## src/rtl/onchip_mem_burst_bridge.sv

```systemverilog
// Avalon-MM burst slave in front of a single-port on-chip RAM; one RAM word access per clock.
// Latency: a beat accepted at edge T is issued to the RAM in cycle T+1; read data returns in cycle T+2.
// Backpressure: waitrequest holds off masters for the whole read burst; read data itself cannot be stalled.
module onchip_mem_burst_bridge #(
    parameter int ADDR_W  = 13,
    parameter int DATA_W  = 32,
    parameter int BURST_W = 4
) (
    input  logic                  clk,
    input  logic                  reset_n,
    input  logic [ADDR_W-1:0]     avs_address,
    input  logic [BURST_W-1:0]    avs_burstcount,
    input  logic                  avs_read,
    input  logic                  avs_write,
    input  logic [DATA_W-1:0]     avs_writedata,
    input  logic [DATA_W/8-1:0]   avs_byteenable,
    output logic                  avs_waitrequest,
    output logic [DATA_W-1:0]     avs_readdata,
    output logic                  avs_readdatavalid,
    output logic [ADDR_W-1:0]     mem_address,
    output logic [DATA_W/8-1:0]   mem_byteenable,
    output logic                  mem_chipselect,
    output logic                  mem_write,
    output logic [DATA_W-1:0]     mem_writedata,
    output logic                  mem_clken,
    input  logic [DATA_W-1:0]     mem_readdata
);
    localparam int BE_W      = DATA_W / 8;
    localparam int MAX_BURST = 2 ** (BURST_W - 1);

    typedef enum logic [1:0] {
        IDLE     = 2'd0,
        RD_BURST = 2'd1,
        WR_BURST = 2'd2
    } state_t;

    state_t              state_q, state_d;
    logic [BURST_W-1:0]  remain_q, remain_d;
    logic [ADDR_W-1:0]   mem_address_q, mem_address_d;
    logic [BE_W-1:0]     mem_byteenable_q, mem_byteenable_d;
    logic                mem_chipselect_q, mem_chipselect_d;
    logic                mem_write_q, mem_write_d;
    logic [DATA_W-1:0]   mem_writedata_q, mem_writedata_d;
    logic                mem_clken_q, mem_clken_d;
    logic                rdv_q, rdv_d;
    logic [BURST_W-1:0]  burst_eff;

    always_comb begin
        burst_eff = avs_burstcount;
        if (avs_burstcount == '0) begin
            burst_eff = BURST_W'(1);
        end else if (avs_burstcount > BURST_W'(MAX_BURST)) begin
            burst_eff = BURST_W'(MAX_BURST);
        end
    end

    // mem_clken_q doubles as "out of reset": nothing is accepted until the RAM clock is enabled.
    assign avs_waitrequest   = !mem_clken_q || (state_q == RD_BURST);
    assign avs_readdata      = mem_readdata;
    assign avs_readdatavalid = rdv_q;
    assign mem_address       = mem_address_q;
    assign mem_byteenable    = mem_byteenable_q;
    assign mem_chipselect    = mem_chipselect_q;
    assign mem_write         = mem_write_q;
    assign mem_writedata     = mem_writedata_q;
    assign mem_clken         = mem_clken_q;

    always_comb begin
        state_d          = state_q;
        remain_d         = remain_q;
        mem_address_d    = mem_address_q;
        mem_byteenable_d = mem_byteenable_q;
        mem_writedata_d  = mem_writedata_q;
        mem_chipselect_d = 1'b0;
        mem_write_d      = 1'b0;
        mem_clken_d      = 1'b1;
        rdv_d            = mem_chipselect_q && !mem_write_q;

        case (state_q)
            IDLE: begin
                if (mem_clken_q) begin
                    // Write wins over a simultaneous (illegal) read.
                    if (avs_write) begin
                        mem_address_d    = avs_address;
                        mem_writedata_d  = avs_writedata;
                        mem_byteenable_d = avs_byteenable;
                        mem_chipselect_d = 1'b1;
                        mem_write_d      = 1'b1;
                        remain_d         = burst_eff - BURST_W'(1);
                        if (burst_eff != BURST_W'(1)) begin
                            state_d = WR_BURST;
                        end
                    end else if (avs_read) begin
                        mem_address_d    = avs_address;
                        mem_byteenable_d = {BE_W{1'b1}};
                        mem_chipselect_d = 1'b1;
                        remain_d         = burst_eff - BURST_W'(1);
                        state_d          = RD_BURST;
                    end
                end
            end
            RD_BURST: begin
                // Stays one cycle past the last issue so the next command lands with the last beat.
                if (remain_q != '0) begin
                    mem_address_d    = mem_address_q + ADDR_W'(1);
                    mem_byteenable_d = {BE_W{1'b1}};
                    mem_chipselect_d = 1'b1;
                    remain_d         = remain_q - BURST_W'(1);
                end else begin
                    state_d = IDLE;
                end
            end
            WR_BURST: begin
                if (avs_write) begin
                    mem_address_d    = mem_address_q + ADDR_W'(1);
                    mem_writedata_d  = avs_writedata;
                    mem_byteenable_d = avs_byteenable;
                    mem_chipselect_d = 1'b1;
                    mem_write_d      = 1'b1;
                    remain_d         = remain_q - BURST_W'(1);
                    if (remain_q == BURST_W'(1)) begin
                        state_d = IDLE;
                    end
                end
            end
            default: state_d = IDLE;
        endcase
    end

    always_ff @(posedge clk or negedge reset_n) begin
        if (!reset_n) begin
            state_q          <= IDLE;
            remain_q         <= '0;
            mem_address_q    <= '0;
            mem_byteenable_q <= '0;
            mem_chipselect_q <= 1'b0;
            mem_write_q      <= 1'b0;
            mem_writedata_q  <= '0;
            mem_clken_q      <= 1'b0;
            rdv_q            <= 1'b0;
        end else begin
            state_q          <= state_d;
            remain_q         <= remain_d;
            mem_address_q    <= mem_address_d;
            mem_byteenable_q <= mem_byteenable_d;
            mem_chipselect_q <= mem_chipselect_d;
            mem_write_q      <= mem_write_d;
            mem_writedata_q  <= mem_writedata_d;
            mem_clken_q      <= mem_clken_d;
            rdv_q            <= rdv_d;
        end
    end

endmodule
```

## config.mk

```make
export PLATFORM = sky130hd
export DESIGN_NAME = onchip_mem_burst_bridge
export DESIGN_NICKNAME = d
export VERILOG_FILES = /design/src/rtl/onchip_mem_burst_bridge.sv
export SDC_FILE = /design/constraint.sdc
export NUM_CORES = 1
export LEC_CHECK = 0
export CAP_MARGIN = 30
export CORE_MARGIN = 1
export CORE_UTILIZATION = 35
export CTS_BUF_LIST = sky130_fd_sc_hd__clkbuf_4 sky130_fd_sc_hd__clkbuf_8 sky130_fd_sc_hd__clkbuf_16
export DETAILED_ROUTE_END_ITERATION = 10
export GPL_ROUTABILITY_DRIVEN = 1
export GPL_TIMING_DRIVEN = 0
export PLACE_DENSITY_LB_ADDON = 0.1
export SLEW_MARGIN = 25
export SYNTH_ARGS = -nofsm -noshare
export SYNTH_HDL_FRONTEND = slang
export SYNTH_SLANG_ARGS = --single-unit
```

## constraint.sdc

```tcl
create_clock -name clk -period 2.2 [get_ports clk]
set_input_delay 0.44 -clock clk [delete_from_list [all_inputs] [get_ports clk]]
set_output_delay 0.44 -clock clk [all_outputs]
set_load 0.01 [all_outputs]
```

---- After elaboration in Yosys (flattened, before gate mapping) ----
Cells that the tools add are included.
Widths: inputs -> output; s select.
cells by class
  add/subtract/negate cells ............... 3
  order comparisons ....................... 1
  equality and inequality tests ........... 11
  muxes and demuxes ....................... 39
  reductions and logical operators ........ 12
operators by type and width
  kind                   number
  $mux 13                5
  $mux 32                2
  $pmux 32 s2            1
  $mux 4                 12
  $pmux 13 s3            1
  $pmux 4 s3             2
  $mux 2                 7
  $add 13x1->13 const B  1
  $ne 2x2->1 const B     4
  $sub 4x1->4 const B    2
  $mux 1                 6
  $ne 3x3->1 const B     2
  $pmux 2 s3             1
  $reduce_and 6->1       1
  $reduce_and 5->1       1
  $eq 4x1->1 const B     1
  $gt 4x4->1 const B     1
  $logic_not 4->1        1
  $ne 4x1->1 const B     1
  $reduce_bool 4->1      1
  $pmux 1 s3             1
  $reduce_bool 3->1      1
  $eq 2x1->1 const B     1
  $eq 2x2->1 const B     1
  8 further kinds        9
storage, ports and cells
  register bits after elaboration ......... 59
  output and inout port bits .............. 86
  word-level logic and storage cells ...... 75

---- Depth between registers and ports, before layout ----
Gate-level depths: netlist (run 1).
  word-level depth ........................ 8
  mapped depth ............................ 9
  depth with buffers taken out ............ 8

---- Least setup slack after synthesis (run 1) ----
No wires, ideal clock.
  path kind ............................... register to register
  start ................................... register state_q[0]
  end ..................................... register mem_address_q[11] (netlist: mem_address[11])
  arrival time ............................ 1.756 ns
  required time ........................... 2.063 ns
  setup slack ............................. 0.307 ns
  cell stages (with the launch flop) ...... 9
  period minus slack after synthesis ...... 1.893 ns
  path through ............................ dfrtp_1 -> inv_1 -> ha_1 -> nor2b_1 -> a221oi_4 -> nand2_2 -> buf_2 -> o32ai_1 -> a21oi_1
on the way
  word-level cells in the longest chain between the ends .. 3
ends and longest elaborated chain
  element                                             line  RTL
  start, declared                                     37    state_t state_q, state_d;
  start signal, assigned                              142   state_q <= state_d;
  $eq 2x1->1, or another cell as far along            79    case (state_q)
  $ne 2x1->1 (no line), or another cell as far along  -
  $reduce_and 5->1 (no line)                          -
  end signal, assigned                                144   mem_address_q <= mem_address_d;
  end, declared                                       39    logic [ADDR_W-1:0] mem_address_q, mem_address_d;
Several ways; a longest one is shown, not always the timed one.
A chain may end at the register's enable or synchronous reset.

---- Worst setup path in the final report (run 1) ----
  start ................................... register state_q[1]
  end ..................................... output port avs_waitrequest
on the way
  word-level cells in the longest chain between the ends .. 2
ends and longest elaborated chain
  element           line  RTL
  $eq 2x1->1        58    assign avs_waitrequest = !mem_clken_q || (state_q == RD_BURST);
  $logic_or 1x1->1  58
  end, declared     17    output logic avs_waitrequest,
No other way between the ends.

==> qor.txt, run 1 <==
Setup crit start kind -> flop
leakage -> 2.10 nW
Clock Skews -> 0.00587 ns
CTS buffer count -> 9
Placer Congestion -> 0.813
crit path capture -> avs_waitrequest
design area -> 4900 um^2
reg2reg end -> mem_address[7]
fin cells -> 552
maxcap violations -> 0
total wire length -> 7740 um
Slew Viols, Final -> 0
CORE AREA -> 8380 um^2
Layout Utilization -> 0.584
global-route wire length before repair -> 11,900 um
Reg clk slew, reported paths -> 0.07 ns
Crit. Startpoint -> state_q[1]
area delta synth->final -> 58.9%
Data required, critical path -> 1.76 ns
share of cells above drive strength 1 -> 0.230
post-synth top area share -> 0.479
CP endpoint kind -> primary output
Starting Density -> 0.368
DP HPWL -> 5910 um
sequential area share after synthesis -> 0.479
CTS root buf -> clkbuf_8
crit path kind -> reg2out
Vias/cell -> 4.79
status -> finished clean
synth cell count leaders -> 59 x dfrtp_1, 32 x buf_4, 32 x mux2_2
total chip power -> 6.59 mW
r2r setup slk -> 0.14 ns
via count -> 2,645
CTS Buffer Depth -> 2
Placed Cells -> 535
post-route ant nets -> 0
synth warn -> 0
Syn Area/Cell -> 10.7 um^2
H-tree level count -> 3
first-pass iteration count of the detailed router -> 4
total global routing overflow -> 0
cts hold-fix bufs -> 0
cell count after synthesis -> 287
prevailing post-synth register cell -> dfrtp_1
# diodes -> 0
number of flops mapped to enable cells by yosys -> 0
Worst-Skew Late Latency -> 0.34 ns
DRC -> 0
Post-Syn Area -> 3080 um^2
f_max -> 462 MHz
relative slew slack -> 0.650
PD cells -> 1350 nW/um^2
initial drt markers -> 72
Critical R2R Launch -> state_q[1]
Port Buffer Count -> 142
final setup vio count -> 0
crit path max fanout -> 5
Die ar. -> 9180 um^2
fin crit share -> 0.985
initial antenna violation count -> 0
Die X -> 95.8 um
ys async rst share -> 1.00
slew at the pin closest to its max-slew limit -> 0.525 ns
Die Height -> 95.8 um
Reg2Reg Depth -> 9
nets -> 540
io pins -> 175
drt wl/cell -> 14.0 um
Tot GR Track Use -> 0.170
worst hold path type -> in2async
distinct cell type count after synthesis -> 46
fin crit period -> 2.17 ns
Cell Rows -> 33
CTS tree -> done
largest net degree at the start of global routing -> 36
Critical Path AT -> 1.73 ns
# clock sinks -> 59
top cells by area, synth -> dfrtp_1 48%, mux2_2 12%, buf_4 7.8%
Fin. Hold Viols -> 0
most frequent cell after synthesis -> dfrtp_1
peak supply drop -> 0.000769 V
syn_nets -> 385
unrepaired setup endpoints after global routing -> yes
Yosys reg bits -> 59
post-synth top area cell -> dfrtp_1
vias in the first global route -> 2,536
Placed Area -> 4650 um^2
what timing repair did:
| action | in CTS | in global routing |
|---|---|---|
| cloned | 0 | 0 |
| endpoints found under the hold margin | 0 | 0 |
| resized for setup | 2 | 3 |
| pin swaps | 0 | 1 |
| setup endpoints to repair | 1 | 52 |
| buffers inserted | 0 | 1 |
stage by stage:
step	hold WS (ns)	worst slack [ns]	setup TNS [ns]
floorplan	0.144	0.307	0
global placement	0.413	-1.30	-80.02
detailed placement	0.380	-0.275	-4.09
CTS	0.0119	-0.000561	-0.000561
global route	0.0131	-0.0650	-0.0828
finish	0.0126	0.0332	0
kinds of logic after synthesis:
group | synth area share
AOI/OAI and AO/OA | 0.119
xor gates and xnor gates | 0.00284
adders and majority gates | 0.0365
buffers and inverters | 0.117
DFF | 0.479
muxes | 0.133
other | 0.00122
and+or+nand+nor | 0.111
cell type report:
type | count | area (um^2)
inverter | 13 | 48.8
fill | 748 | 3490
buffer | 43 | 313
multi-input combinational | 172 | 1250
clock buffer | 10 | 138
timing repair buffer | 144 | 1450
tap | 105 | 131
clock inverter | 6 | 88.8
sequential | 59 | 1480
metal layers:
| metal | GRT usage | wire length (um) | up-vias |
|---|---|---|---|
| met2 | 0.276 | 3630 | 116 |
| met5 | 0 | 0 | - |
| li1 | - | - | 1284 |
| met1 | 0.216 | 3370 | 1238 |
| met4 | 0.0609 | 82 | 0 |
| met3 | 0.0490 | 660 | 7 |
worst min-delay path by stage:
stage                     startpoint                 to  slack (ns)  cells after the start
after global placement     mem_write  avs_readdatavalid        0.41                      1
after detailed placement     reset_n  mem_writedata[17]        0.38                      1
final                        reset_n  mem_writedata[17]        0.01                      1
after floorplan              reset_n  avs_readdatavalid        0.14                      0
after CTS                    reset_n  mem_writedata[17]        0.01                      1
after global routing         reset_n  mem_writedata[17]        0.01                      1
cells in the final DEF (no fill, tap or decap), types with 7 or more instances in the layout:
master,instances
mux2_2,32
a21oi_1,14
o22ai_1,9
nand3_1,7
buf_4,34
clkdlybuf4s50_1,141
ha_1,7
inv_1,12
o21ai_0,17
clkbuf_8,10
nand2_1,23
dfrtp_1,59
nor2_1,10
critical path, cell delays in order, from the launching register on:
cell             delay (ns)
dfrtp_1                0.40
inv_1                  0.11
ha_2                   0.24
nand2b_1               0.11
clkdlybuf4s50_1        0.53
state kept, by name (all words and copies together), names as in the netlist:
name and count:
avs_readdatavalid 1, mem_write 1, state_q 2, mem_writedata 32, remain_q 4, mem_clken 1
mem_chipselect 1, mem_address 13, mem_byteenable 4
report_power, final:
group          switching [mW]  internal [mW]
logic                    1.55           1.92
clock network           0.448          0.668
registers               0.362           1.64
total                    2.36           4.23
Power figures use the tool's default switching activity.
==> inputs of run 2 (changes only) <==
- SETUP_SLACK_MARGIN: not set -> 0.2
==> run 2 against run 1 <==
Against the previous run: die area unchanged; setup slack better by 0.23 ns; core utilization grew 2.4 points; wire length increased by 2.9%; power rose by 4.8%; clock-buffer cell count stayed put; register-to-register slack improved by 0.12 ns; sequential share of layout area shrank 1.2 points; critical path depth increased by 5; critical path type is now reg2reg; critical endpoint is now mem_address[7]; largest power group unchanged.
==> qor.txt, run 2 (synthesized netlist as in run 1, its figures left out) <==
global-route wire length before repair -> 12,000 um
Placed Area -> 4650 um^2
commonest non-fill, non-tap cell in the layout -> clkdlybuf4s50_1
Critical Path AT -> 2.16 ns
pre-CTS WS -> -0.275 ns
CTS root buf -> clkbuf_8
CTS Buffer Depth -> 2
Worst Hold Margin -> 0.0113 ns
Die Height -> 95.8 um
initial antenna violation count -> 0
via count -> 2,705
final setup vio count -> 0
largest net degree at the start of global routing -> 36
share of cells above drive strength 1 -> 0.272
CORE AREA -> 8380 um^2
Die ar. -> 9180 um^2
Tot GR Track Use -> 0.172
vias in the first global route -> 2,601
Slew Viols, Final -> 0
fin crit share -> 0.882
final setup margin -> 0.260 ns
design area -> 5100 um^2
commonest cells after routing, fill and taps aside -> 136 x clkdlybuf4s50_1, 59 x dfrtp_1, 45 x buf_4
maxcap violations -> 0
initial drt markers -> 72
Cell Rows -> 33
Reg2Reg Depth -> 9
CP endpoint kind -> flop
# clock sinks -> 59
io pins -> 175
total global routing overflow -> 0
unrepaired setup endpoints after global routing -> yes
drt wl/cell -> 14.1 um
cts hold-fix bufs -> 0
leakage -> 2.22 nW
fin crit period -> 1.94 ns
CTS tree -> done
total wire length -> 7960 um
Fin. Hold Viols -> 0
nets -> 552
Placer Congestion -> 0.813
Reg clk slew, reported paths -> 0.07 ns
max reg flops -> 32
relative slew slack -> 0.647
status -> finished clean
Vias/cell -> 4.80
slew at the pin closest to its max-slew limit -> 0.530 ns
first-pass iteration count of the detailed router -> 4
worst hold path type -> in2async
DP HPWL -> 5910 um
Data required, critical path -> 2.42 ns
final setup TNS -> 0 ns
area delta synth->final -> 65.4%
crit path kind -> reg2reg
Clock Skews -> 0.00436 ns
DRC -> 0
Die X -> 95.8 um
PD cells -> 1350 nW/um^2
Starting Density -> 0.368
H-tree level count -> 3
f_max -> 516 MHz
Port Buffer Count -> 142
# diodes -> 0
peak supply drop -> 0.000693 V
post-route ant nets -> 0
crit path max fanout -> 6
Setup crit start kind -> flop
CTS buffer count -> 9
Layout Utilization -> 0.608
Worst-Skew Late Latency -> 0.34 ns
==> run 2: cell types whose count changed in the layout (fill, tap and decap cells not counted), moves of 2 or more <==
cell and delta:
o32ai_2 +2, clkbuf_4 +3, clkdlybuf4s50_1 -5, buf_2 -3, dlygate4sd2_1 +2, dlymetal6s2s_1 +3
buf_4 +11, ha_4 +2, o32ai_1 -2, inv_1 -2, inv_2 +2
==> run 2: layout make-up <==
class                   instances  area, um^2
repair buffers                156        1560
clock inverters                 6        88.8
well taps                     105         131
flip-flops and latches         59        1480
plain buffers                  43         324
multi-input cells             172        1330
fillers                       730        3290
clock buffers                  10         138
inverters                      13        48.8
==> run 2: path summary, 6_finish.rpt <==
check | start | to | slack [ns]
min reg2reg | mem_write | avs_readdatavalid | 0.42
min in group clk | mem_write | avs_readdatavalid | 0.42
max reg2reg | state_q[1] | mem_address[7] | 0.26
max in group asynchronous | reset_n | mem_chipselect | 1.69
max | state_q[1] | mem_address[7] | 0.26
min | reset_n | mem_writedata[17] | 0.01
==> run 2: stage by stage <==
stage	std cells	power, mW
final	564	6.90
after global routing	564	7.42
after CTS	558	6.77
after detailed placement	535	5.51
after global placement	534	5.43
after floorplan	287	3.89
==> run 2: repair_timing <==
item                       CTS  global route
setup endpoints to repair   54            53
gates resized for setup      9            22
pin swaps                    0             6
setup buffers                7             4
cloned                       0             2
==> run 2: metal layers <==
metal,global-route usage,vias to the layer above,share of wire
met5,0,-,0
met4,0.0684,0,0.0090
met2,0.282,124,0.48
met1,0.218,1263,0.43
met3,0.0419,6,0.083
li1,-,1312,-
==> run 2: report_power, final <==
group          switching (mW)  internal [mW]  total [mW]
clock network           0.447          0.668        1.12
logic                    1.64           2.14        3.78
registers               0.368           1.64        2.01
==> run 2: worst max-delay path, stage by stage (launching register included) <==
cell,delay [ns]
dfrtp_1,0.39
inv_2,0.09
ha_4,0.19
nor2b_4,0.13
a221oi_4,0.28
buf_4,0.18
and2_4,0.14
buf_6,0.13
o21ai_0,0.08
a211o_1,0.22
==> inputs of run 3 (changes only) <==
- CORE_MARGIN: 1 -> 2
- REMOVE_ABC_BUFFERS: not set -> 1
==> run 3 against run 2 <==
Against the previous run: via count is 7.5% lower; worst hold slack better by 0.41 ns; critical path depth is 1 lower; final cell count is 12% lower; clock power is 11% lower; sequential power hardly changed; cell area is 12% lower; non-clock buffer count is 72 lower; wire length is 8.0% higher; setup slack worse by 0.034 ns; sequential cell count stayed put; global-route usage is 0.37 points higher; critical endpoint is now mem_address[10]; highest routed layer unchanged.
==> qor.txt, run 3 (synthesized netlist as in run 1, its figures left out) <==
fin crit share -> 0.897
crit path max fanout -> 6
f_max -> 507 MHz
max reg flops -> 32
fin crit period -> 1.97 ns
CORE AREA -> 8640 um^2
share of cells above drive strength 1 -> 0.222
peak supply drop -> 0.000620 V
Port Buffer Count -> 110
via count -> 2,503
Worst-Skew Late Latency -> 0.33 ns
Tot GR Track Use -> 0.176
CTS root buf -> clkbuf_8
drt wl/cell -> 17.3 um
maxcap violations -> 0
area delta synth->final -> 46.0%
CTS tree -> done
global-route wire length before repair -> 13,000 um
DP HPWL -> 6160 um
Crit. Startpoint -> state_q[0]
Crit-path slowest cell -> dfrtp_1
initial drt markers -> 63
CTS buffer count -> 9
largest net degree at the start of global routing -> 40
Fin. Hold Viols -> 0
Worst path max stage delay -> 0.43 ns
Starting Density -> 0.357
Setup crit start kind -> flop
initial antenna violation count -> 0
Die ar. -> 9570 um^2
Vias/cell -> 5.05
Worst Hold Margin -> 0.419 ns
Slew Viols, Final -> 0
io pins -> 175
Reg clk slew, reported paths -> 0.07 ns
CP endpoint kind -> flop
final-layout fill cell count -> 824
first-pass iteration count of the detailed router -> 5
worst hold path type -> reg2reg
Layout Utilization -> 0.521
# clock sinks -> 59
DRC -> 0
Critical R2R Launch -> state_q[0]
nets -> 481
leakage -> 1.90 nW
Top delay family on crit path -> flip-flops
final setup TNS -> 0 ns
PD cells -> 1480 nW/um^2
H-tree level count -> 3
total chip power -> 6.64 mW
total wire length -> 8610 um
status -> finished clean
CTS Buffer Depth -> 2
CP Buf/Inv Count -> 3
final setup vio count -> 0
unrepaired setup endpoints after global routing -> yes
# diodes -> 0
hold path start -> mem_write
Clock Skews -> 0.00636 ns
commonest cells after routing, fill and taps aside -> 106 x clkdlybuf4s50_1, 59 x dfrtp_1, 32 x mux2_2
Data required, critical path -> 2.42 ns
post-route ant nets -> 0
crit path kind -> reg2reg
vias in the first global route -> 2,334
Critical Path AT -> 2.19 ns
Die X -> 97.8 um
total global routing overflow -> 0
Placer Congestion -> 0.736
Die Height -> 97.8 um
crit-path cells -> inv_2 -> ha_2 -> a221oi_4 -> buf_4 -> and2_4 -> buf_12 -> and4_2 -> nor3_1
commonest non-fill, non-tap cell in the layout -> clkdlybuf4s50_1
Cell Rows -> 34
-- run 3: per-layer routing --
metal  vias up  routed length (um)  track usage
li1       1175                   -            -
met4         0                 128       0.0609
met5         -                   0       0.0256
met3        16                1080        0.105
met2       132                3480        0.224
met1      1180                3920        0.241
-- run 3: power breakdown --
part           switching, mW  leakage (nW)  internal [mW]  total [mW]
clock network          0.438         0.103          0.561       0.998
logic                   1.57          1.10           2.04        3.61
registers              0.391         0.699           1.64        2.03
-- run 3: worst paths after layout --
kind | end | slack (ns) | cells after the start
max in group asynchronous | mem_address[1] | 1.17 | 3
hold reg to reg | avs_readdatavalid | 0.42 | 1
setup / recovery | mem_address[10] | 0.23 | 8
setup reg to reg | mem_address[10] | 0.23 | 8
hold / removal | avs_readdatavalid | 0.42 | 1
min in group asynchronous | mem_writedata[20] | 0.53 | 2
-- run 3: final cells by class --
class | instances | area (um^2) | share of cell area
multi-input combinational | 173 | 1350 | 0.299
tap | 108 | 135 | 0.0300
sequential | 59 | 1480 | 0.328
clock inverter | 5 | 52.6 | 0.0117
clock buffer | 11 | 145 | 0.0323
timing repair buffer | 127 | 1290 | 0.288
inverter | 13 | 48.8 | 0.0108
-- run 3: worst register-to-register path: stages (launching register included) --
cell	delay [ns]
dfrtp_1	0.43
inv_2	0.09
ha_2	0.23
a221oi_4	0.39
buf_4	0.18
and2_4	0.18
buf_12	0.12
and4_2	0.21
nor3_1	0.04
-- run 3: timing repair --
action,in CTS,in global routing
hold buffers,1,0
pin swaps,1,4
setup buffers,5,9
endpoints found under the setup margin,56,19
hold endpoints to repair,20,0
gates resized for setup,9,13
gates cloned,0,1
-- run 3: metrics by stage --
stage	setup slack (ns)	std cells	area [um^2]
final	0.226	496	4500
after global routing	0.169	496	4500
after CTS	0.110	486	4350
after detailed placement	-0.633	464	4070
after global placement	-1.50	462	4010
after floorplan	-0.694	244	2770
